<file path="src/rtl/mem_arbiter_pkg.sv">
// mem_arbiter_pkg: shared memory-system types and defaults
package mem_arbiter_pkg;
  typedef enum logic [1:0] {
    RET_NONE = 2'b00,
    RET_CPU  = 2'b01,
    RET_PER  = 2'b10
  } ret_t;
  localparam int MAXWAIT_DEF = 4;
endpackage

</file>
<file path="src/rtl/mem_arbiter.sv">
// mem_arbiter: shares one dmemory port between the CPU and a peripheral with a starvation guard
module mem_arbiter
  import mem_arbiter_pkg::*;
#(
  parameter int WIDTH   = 32,
  parameter int MAXWAIT = MAXWAIT_DEF
) (
  input  logic             clk,
  input  logic             reset,
  input  logic             cpu_memread,
  input  logic             cpu_memwrite,
  input  logic [WIDTH-1:0] cpu_adr,
  input  logic [WIDTH-1:0] cpu_writedata,
  output logic [WIDTH-1:0] cpu_memdata,
  output logic             cpu_stall,
  input  logic             per_req,
  input  logic             per_we,
  input  logic [WIDTH-1:0] per_adr,
  input  logic [WIDTH-1:0] per_wdata,
  output logic             per_gnt,
  output logic             per_rvalid,
  output logic [WIDTH-1:0] per_rdata,
  output logic             mem_read,
  output logic             mem_write,
  output logic [WIDTH-1:0] mem_adr,
  output logic [WIDTH-1:0] mem_writedata,
  input  logic [WIDTH-1:0] mem_data
);
  logic [3:0]       wait_cnt;
  ret_t             ret;
  logic [WIDTH-1:0] cpu_hold;
  logic             cpu_req;
  logic             cpu_gnt;
  // grant selection, memory port steering and read-return routing; reset silences every output
  always_comb begin
    cpu_req       = cpu_memread | cpu_memwrite;
    cpu_gnt       = !reset && cpu_req && (wait_cnt < 4'(MAXWAIT));
    per_gnt       = !reset && !cpu_gnt && per_req;
    cpu_stall     = !reset && cpu_req && !cpu_gnt;
    mem_write     = cpu_gnt ? cpu_memwrite : (per_gnt && per_we);
    mem_read      = cpu_gnt ? !cpu_memwrite : (per_gnt && !per_we);
    mem_adr       = cpu_gnt ? cpu_adr : per_gnt ? per_adr : '0;
    mem_writedata = cpu_gnt ? cpu_writedata : per_gnt ? per_wdata : '0;
    per_rvalid    = !reset && (ret == RET_PER);
    per_rdata     = per_rvalid ? mem_data : '0;
    cpu_memdata   = reset ? '0 : (ret == RET_CPU) ? mem_data : cpu_hold;
  end
  // starvation counter, owner of the read returning next cycle, and last CPU read value
  always_ff @(posedge clk)
    if (reset) begin
      wait_cnt <= '0;
      ret      <= RET_NONE;
      cpu_hold <= '0;
    end else begin
      wait_cnt <= per_gnt ? '0 : (per_req && wait_cnt < 4'(MAXWAIT)) ? wait_cnt + 4'd1 : wait_cnt;
      ret      <= (cpu_gnt && !cpu_memwrite) ? RET_CPU : (per_gnt && !per_we) ? RET_PER : RET_NONE;
      if (ret == RET_CPU) cpu_hold <= mem_data;
    end
endmodule

</file>
<file path="config.mk">
export PLATFORM = sky130hd
export DESIGN_NAME = mem_arbiter
export DESIGN_NICKNAME = d
export VERILOG_FILES = /design/src/rtl/mem_arbiter_pkg.sv /design/src/rtl/mem_arbiter.sv
export SDC_FILE = /design/constraint.sdc
export NUM_CORES = 1
export LEC_CHECK = 0
export CORE_AREA = 10 10 109 111
export DETAILED_ROUTE_END_ITERATION = 7
export DIE_AREA = 0 0 119 121
export GPL_TIMING_DRIVEN = 0
export PLACE_DENSITY = 0.83
export RECOVER_POWER = 100
export SKIP_LAST_GASP = 1
export SLEW_MARGIN = 20
export SYNTH_ARGS = -nofsm -noshare
export SYNTH_HDL_FRONTEND = slang
export SYNTH_SLANG_ARGS = --single-unit
</file>
<file path="constraint.sdc">
create_clock -name clk -period 1.6 [get_ports clk]
set_input_delay 0.32 -clock clk [delete_from_list [all_inputs] [get_ports clk]]
set_output_delay 0.32 -clock clk [all_outputs]
set_load 0.05 [all_outputs]
</file>
## After elaboration in Yosys (flattened, before gate mapping)

Index checks and enable logic that the tools add are counted.

| storage, ports and cells | value |
|---|---|
| memory bits (read-only) | 0 |
| latch bits | 0 |
| bits in registers | 38 |
| input bits | 166 |
| memories kept | 0 |
| memory bits (writable) | 0 |

| cells by class | value |
|---|---|
| shift-type cells | 0 |
| add/sub/neg operators | 1 |
| bitwise logic cells | 1 |
| eq/ne operators | 2 |
| divide/modulo/power cells | 0 |
| reduce and logical (&&, ||, !) cells | 16 |
| $mul | 0 |
| order comparisons | 1 |
| multiplexer cells | 11 |

Operators with widths:

| kind | number |
|---|---|
| $mux W32 | 7 |
| $logic_and A1 B1 Y1 | 10 |
| $add A4 B1 Y4 const B | 1 |
| $logic_not A1 Y1 | 4 |
| $lt A4 B3 Y1 const B | 1 |
| $reduce_or A2 Y1 | 2 |
| $mux W1 | 3 |
| $eq A2 B1 Y1 const B | 1 |
| $eq A2 B2 Y1 const B | 1 |
| $mux W2 | 1 |
| $or A1 B1 Y1 | 1 |

## Depth between registers and ports, before layout

| logic depth | value |
|---|---|
| word-level depth | 9 |
| gate-level depth with buffers | 5 |

## Worst setup path before layout

OpenSTA, ideal clock, no wires.

| path | value |
|---|---|
| path kind | flip-flop to output port |
| start | register wait_cnt[3] |
| end | output mem_write |
| arrival | 1.761 ns |
| setup slack | -0.481 ns |
| stages on the path, launching flop included | 4 |
| path through | dfxtp_1 -> nor4_4 -> buf_2 -> mux2i_1 |

| on the way | value |
|---|---|
| longest elaborated chain between the ends | 7 |

Ends and longest elaborated chain:

| element | line | text |
|---|---|---|
| from (decl) | mem_arbiter.sv:29 | `logic [3:0] wait_cnt;` |
| from (signal assigned) | mem_arbiter.sv:55 | `wait_cnt <= per_gnt ? '0 : (per_req && wait_cnt < 4'(MAXWAIT)) ? wait_cnt + 4'd1 : wait_cnt;` |
| $lt A4 B3 Y1 * | mem_arbiter.sv:37 | `cpu_gnt = !reset && cpu_req && (wait_cnt < 4'(MAXWAIT));` |
| $logic_and A1 B1 Y1 * | mem_arbiter.sv:37 |  |
| $logic_not A1 Y1 | mem_arbiter.sv:38 | `per_gnt = !reset && !cpu_gnt && per_req;` |
| $logic_and A1 B1 Y1 (2 in series) | mem_arbiter.sv:38 |  |
| $logic_and A1 B1 Y1 | mem_arbiter.sv:40 | `mem_write = cpu_gnt ? cpu_memwrite : (per_gnt && per_we);` |
| $mux W1 * | mem_arbiter.sv:40 |  |
| to (decl) | mem_arbiter.sv:24 | `output logic mem_write,` |

Every way passes the cells marked *; elsewhere a longest branch is shown, timed or not.

## Worst setup path in the final report

| path | value |
|---|---|
| start | register wait_cnt[3] |
| end | output mem_adr[5] |

| on the way | value |
|---|---|
| longest elaborated chain between the ends | 7 |

Ends and longest elaborated chain:

| element | line | text |
|---|---|---|
| $lt A4 B3 Y1 * | mem_arbiter.sv:37 |  |
| $logic_and A1 B1 Y1 * | mem_arbiter.sv:37 |  |
| $logic_not A1 Y1 | mem_arbiter.sv:38 |  |
| $logic_and A1 B1 Y1 (2 in series) | mem_arbiter.sv:38 |  |
| $mux W32 | mem_arbiter.sv:42 | `mem_adr = cpu_gnt ? cpu_adr : per_gnt ? per_adr : '0;` |
| $mux W32 * | mem_arbiter.sv:42 |  |
| to (decl) | mem_arbiter.sv:25 | `output logic [WIDTH-1:0] mem_adr,` |

Marks and branches as above.

==> qor.log <==
qor: die.std_cell_rows 36
qor: power.netSwitchingPower 1.50 mW
qor: worst_setup_path.path_cells o31a_1 -> buf_6 -> clkbuf_16 -> a22o_4 -> buf_8
qor: sta.slew_violations 0
qor: sta.postLayoutSetupSlackWorst -0.399 ns
qor: placement.detailedPlace.worstSlack -1.49 ns
qor: grt.grt_first_pass_wirelength 24300 um
qor: grt.global_route.usage.total 21.4%
qor: synthesis.synth-main-ff-cell dfxtp_1
qor: detailed_routing.antenna_violating_nets_post_route 0
qor: worst_setup_path.critPathRequiredTime 1.28 ns
qor: synthesis.synthArstFlopShare 0%
qor: clocking.clkLatencyLatePin 0.29 ns
qor: sta.timing.slew.headroom 74.9%
qor: sta.finalHoldViolations 0
qor: grt.grt_remaining_overflow 0
qor: die.ios 299
qor: power.internal-power 2.79 mW
qor: detailed_routing.met1Wirelength 6130 um
qor: die.dieHeight 121 um
qor: power.power.clock.fraction 23.7%
qor: die.fp.dieW 119 um
qor: clocking.cts_tree done
qor: status.violations_in_the_final_reports negative setup slack
qor: sta.share_of_the_clock_period_used_by_the_worst_path_after_layout 125%
qor: synthesis.synthDominantAreaCellType dfxtp_1
qor: power.ir_drop 0.359 mV
qor: clocking.cts_sinks 38
qor: power.pwr-share-seq 23.3%
qor: power.power.leakage 3.36 nW
qor: die.floorplan.die_area 0.0144 mm2
qor: detailed_routing.drt-initial-drc-count 144
qor: clocking.number_of_clock_buffers_inserted_by_tritoncts 5
qor: clocking.cts_hold_buf 0
qor: detailed_routing.route.detailed.vias_per_inst 4.98
qor: power.power 4.29 mW
qor: run.maxCapViolations 0
qor: worst_setup_path.timing.critical_path.from_type flip-flop
qor: grt.number_of_antenna_violations_at_the_first_check_in_global_routing 5
qor: detailed_routing.routed-wl-met2 10600 um
qor: sta.worst_pin_slew 0.376 ns
qor: detailed_routing.finalWirelength 19100 um
qor: synthesis.number_of_enable_flip_flop_cells_after_synthesis 0
qor: die.initial_core_util 23.3%
qor: clocking.h_tree_lvl_count 2
qor: detailed_routing.route.detailed.drc 0
qor: synthesis.post_synth_inst_count 285
qor: finish.final_layout_size_suffix_gt1_share 59.8%
qor: clocking.clockRootBuffer clkbuf_8
qor: synthesis.postSynthRegisterBits 38
qor: synthesis.synth.area.top_cells dfxtp_1 34%, a22o_1 25%, nand2_1 11%, and2_1 9.5%, a21oi_1 7.1%
qor: synthesis.synth_area 0.00224 mm2
qor: placement.dpl-instance-area 0.00609 mm2
qor: worst_setup_path.critPathArrivalTime 1.68 ns
qor: clocking.path_clk_slew 0.07 ns
qor: sta.timing.final.setup_violations 132
qor: power.pwr-share-comb 53.0%
qor: clocking.cts_max_path_buffers 2
qor: finish.fillers 538
qor: synthesis.synth_top_area_share 33.9%
qor: worst_setup_path.worst_setup_path_end_kind output port
qor: finish.finish.utilization 81.4%
qor: synthesis.synth_sequential_area_ratio 33.9%
qor: placement.routabilityCongestion 0.858
qor: grt.via_count_of_the_first_global_routing_pass 3919
qor: detailed_routing.detailroute.wirelength.met3 1870 um
qor: synthesis.synth-warning-count 0
qor: sta.timing.final.crit_period 2.00 ns
qor: finish.syn2layout_area_growth 250%
qor: finish.design_area 0.00785 mm2
qor: die.placeableCoreArea 0.00964 mm2
qor: detailed_routing.wl_per_cell 25.1 um
qor: detailed_routing.vias 3786
qor: synthesis.avgSynthCellArea 7.88 um2
qor: power.power.density 547 mW/mm2
qor: status.run_status finished, violations left
qor: placement.numPortBuffers 298
qor: synthesis.mappedNetlistNets 452
qor: placement.place_hpwl 13900 um
qor: worst_setup_path.max_stage_delay 0.37 ns
qor: detailed_routing.drt-pass1-iter-count 4
qor: sta.max_freq 500 MHz
qor: sta.timing.clock.skew 0.00756 ns
qor: worst_setup_path.crit_path_top_delay_cell dfxtp_4
qor: synthesis.netlist-cell-type-count 20
qor: hold_path.hold_class primary input to flip-flop
qor: detailed_routing.uppermost_routed_layer met5
qor: synthesis.synth.cells.most_frequent 65 x a22o_1, 65 x nand2_1, 38 x dfxtp_1, 34 x and2_1, 32 x a21oi_1
qor: sta.unrepaired_setup_endpoints_after_global_routing yes
qor: power.swShare 35.0%
qor: worst_setup_path.worstSetupPathType flip-flop to output port
qor: finish.design.final.nets 790
qor: grt.grt_start_max_net_pins 13
qor: worst_setup_path.crit_fanout 9
layout by cell type (no fill, tap or decap), types with 2 or more instances in the layout:
master           Yosys  layout
buf_4                4      15
a21oi_4              0      30
nand2_4              0      24
nor2b_4              0       2
buf_6                0      63
a22o_2               0      27
clkdlybuf4s50_1      0     161
clkbuf_8             0       9
a21oi_2              0       2
diode_2              0       3
and2_4               0      26
nand2_2              0       8
nor3_1               5       4
dfxtp_4              0       3
and2_2               0       2
bufinv_16            0       2
nand2_1             65      33
dfxtp_1             38      34
buf_12               0      17
buf_8                0      85
clkbuf_16            0       9
and2_1              34       6
dlygate4sd2_1        0       3
inv_1                3       3
clkbuf_2             0       2
a22o_4               0      38
metrics by stage:
step           TNS [ns]  instances  hold WS, ns
4_1_cts          -46.17        732        0.386
6_report         -41.18        760        0.391
5_1_grt          -48.46        760        0.388
2_1_floorplan    -0.678        285        0.391
3_3_place_gp    -194.98        716        0.449
3_5_place_dp    -195.97        716        0.460
layout make-up:
class	instances	area (um2)	area share, %
well taps	133	166	2.12
inverters	3	11.3	0.143
repair buffers	332	3960	50.5
clock buffers	6	82.6	1.05
clock inverters	2	60.1	0.765
multi-input cells	215	2360	30.1
plain buffers	28	425	5.42
flip-flops and latches	38	773	9.85
diodes	3	7.51	0.0956
path summary, 6_finish.rpt:
| kind | startpoint | to | slack, ns | depth (start not counted) |
|---|---|---|---|---|
| setup / recovery | wait_cnt[3] | mem_adr[5] | -0.40 | 5 |
| hold / removal | per_req | wait_cnt[3] | 0.39 | 2 |
| setup reg to reg | wait_cnt[3] | ret[1] | 0.34 | 4 |
| hold reg to reg | cpu_hold[31] | cpu_hold[31] | 0.48 | 2 |
flip-flops by register name, indices dropped and copies added, names as in the netlist:
| signal | count |
|---|---|
| cpu_hold | 32 |
| wait_cnt | 4 |
| ret | 2 |
power by group through the flow:
stage	sequential, mW	combinational [mW]	clock, mW
CTS	1.00	1.98	1.03
finish	1.00	2.28	1.02
detailed placement	1.02	1.81	0
global route	1.00	2.35	1.07
global placement	1.02	1.79	0
floorplan	1.02	0.992	0
per-layer routing:
| layer | up-vias | global-route usage (%) |
|---|---|---|
| met5 | - | 0 |
| met4 | 2 | 4.35 |
| met3 | 29 | 10.2 |
| met2 | 199 | 41.2 |
| met1 | 1863 | 20.2 |
| li1 | 1693 | - |
worst max-delay path, delay by kind of cell (launching register included):
| kind | cells | cell delay, ns |
|---|---|---|
| AO/OA/AOI/OAI | 2 | 0.53 |
| buffers and inverters | 3 | 0.49 |
| flip-flops | 1 | 0.37 |
kinds of logic after synthesis:
logic type	after synthesis	synth area share, %
compound gates	99	33.2
xor+xnor	1	0.390
fa+ha+maj	1	0.557
buf+inv	32	6.86
flops	38	33.9
mux	2	0.892
simple gates	112	24.2
repair_timing:
| item | 4_1_cts | 5_1_grt |
|---|---|---|
| pin swaps | 7 | 84 |
| setup endpoints to repair | 163 | 133 |
| setup buffers | 5 | 16 |
| cloned | 3 | 12 |
| gates resized for setup | 920 | 347 |
No activity file was read; power rests on OpenSTA's default activity.
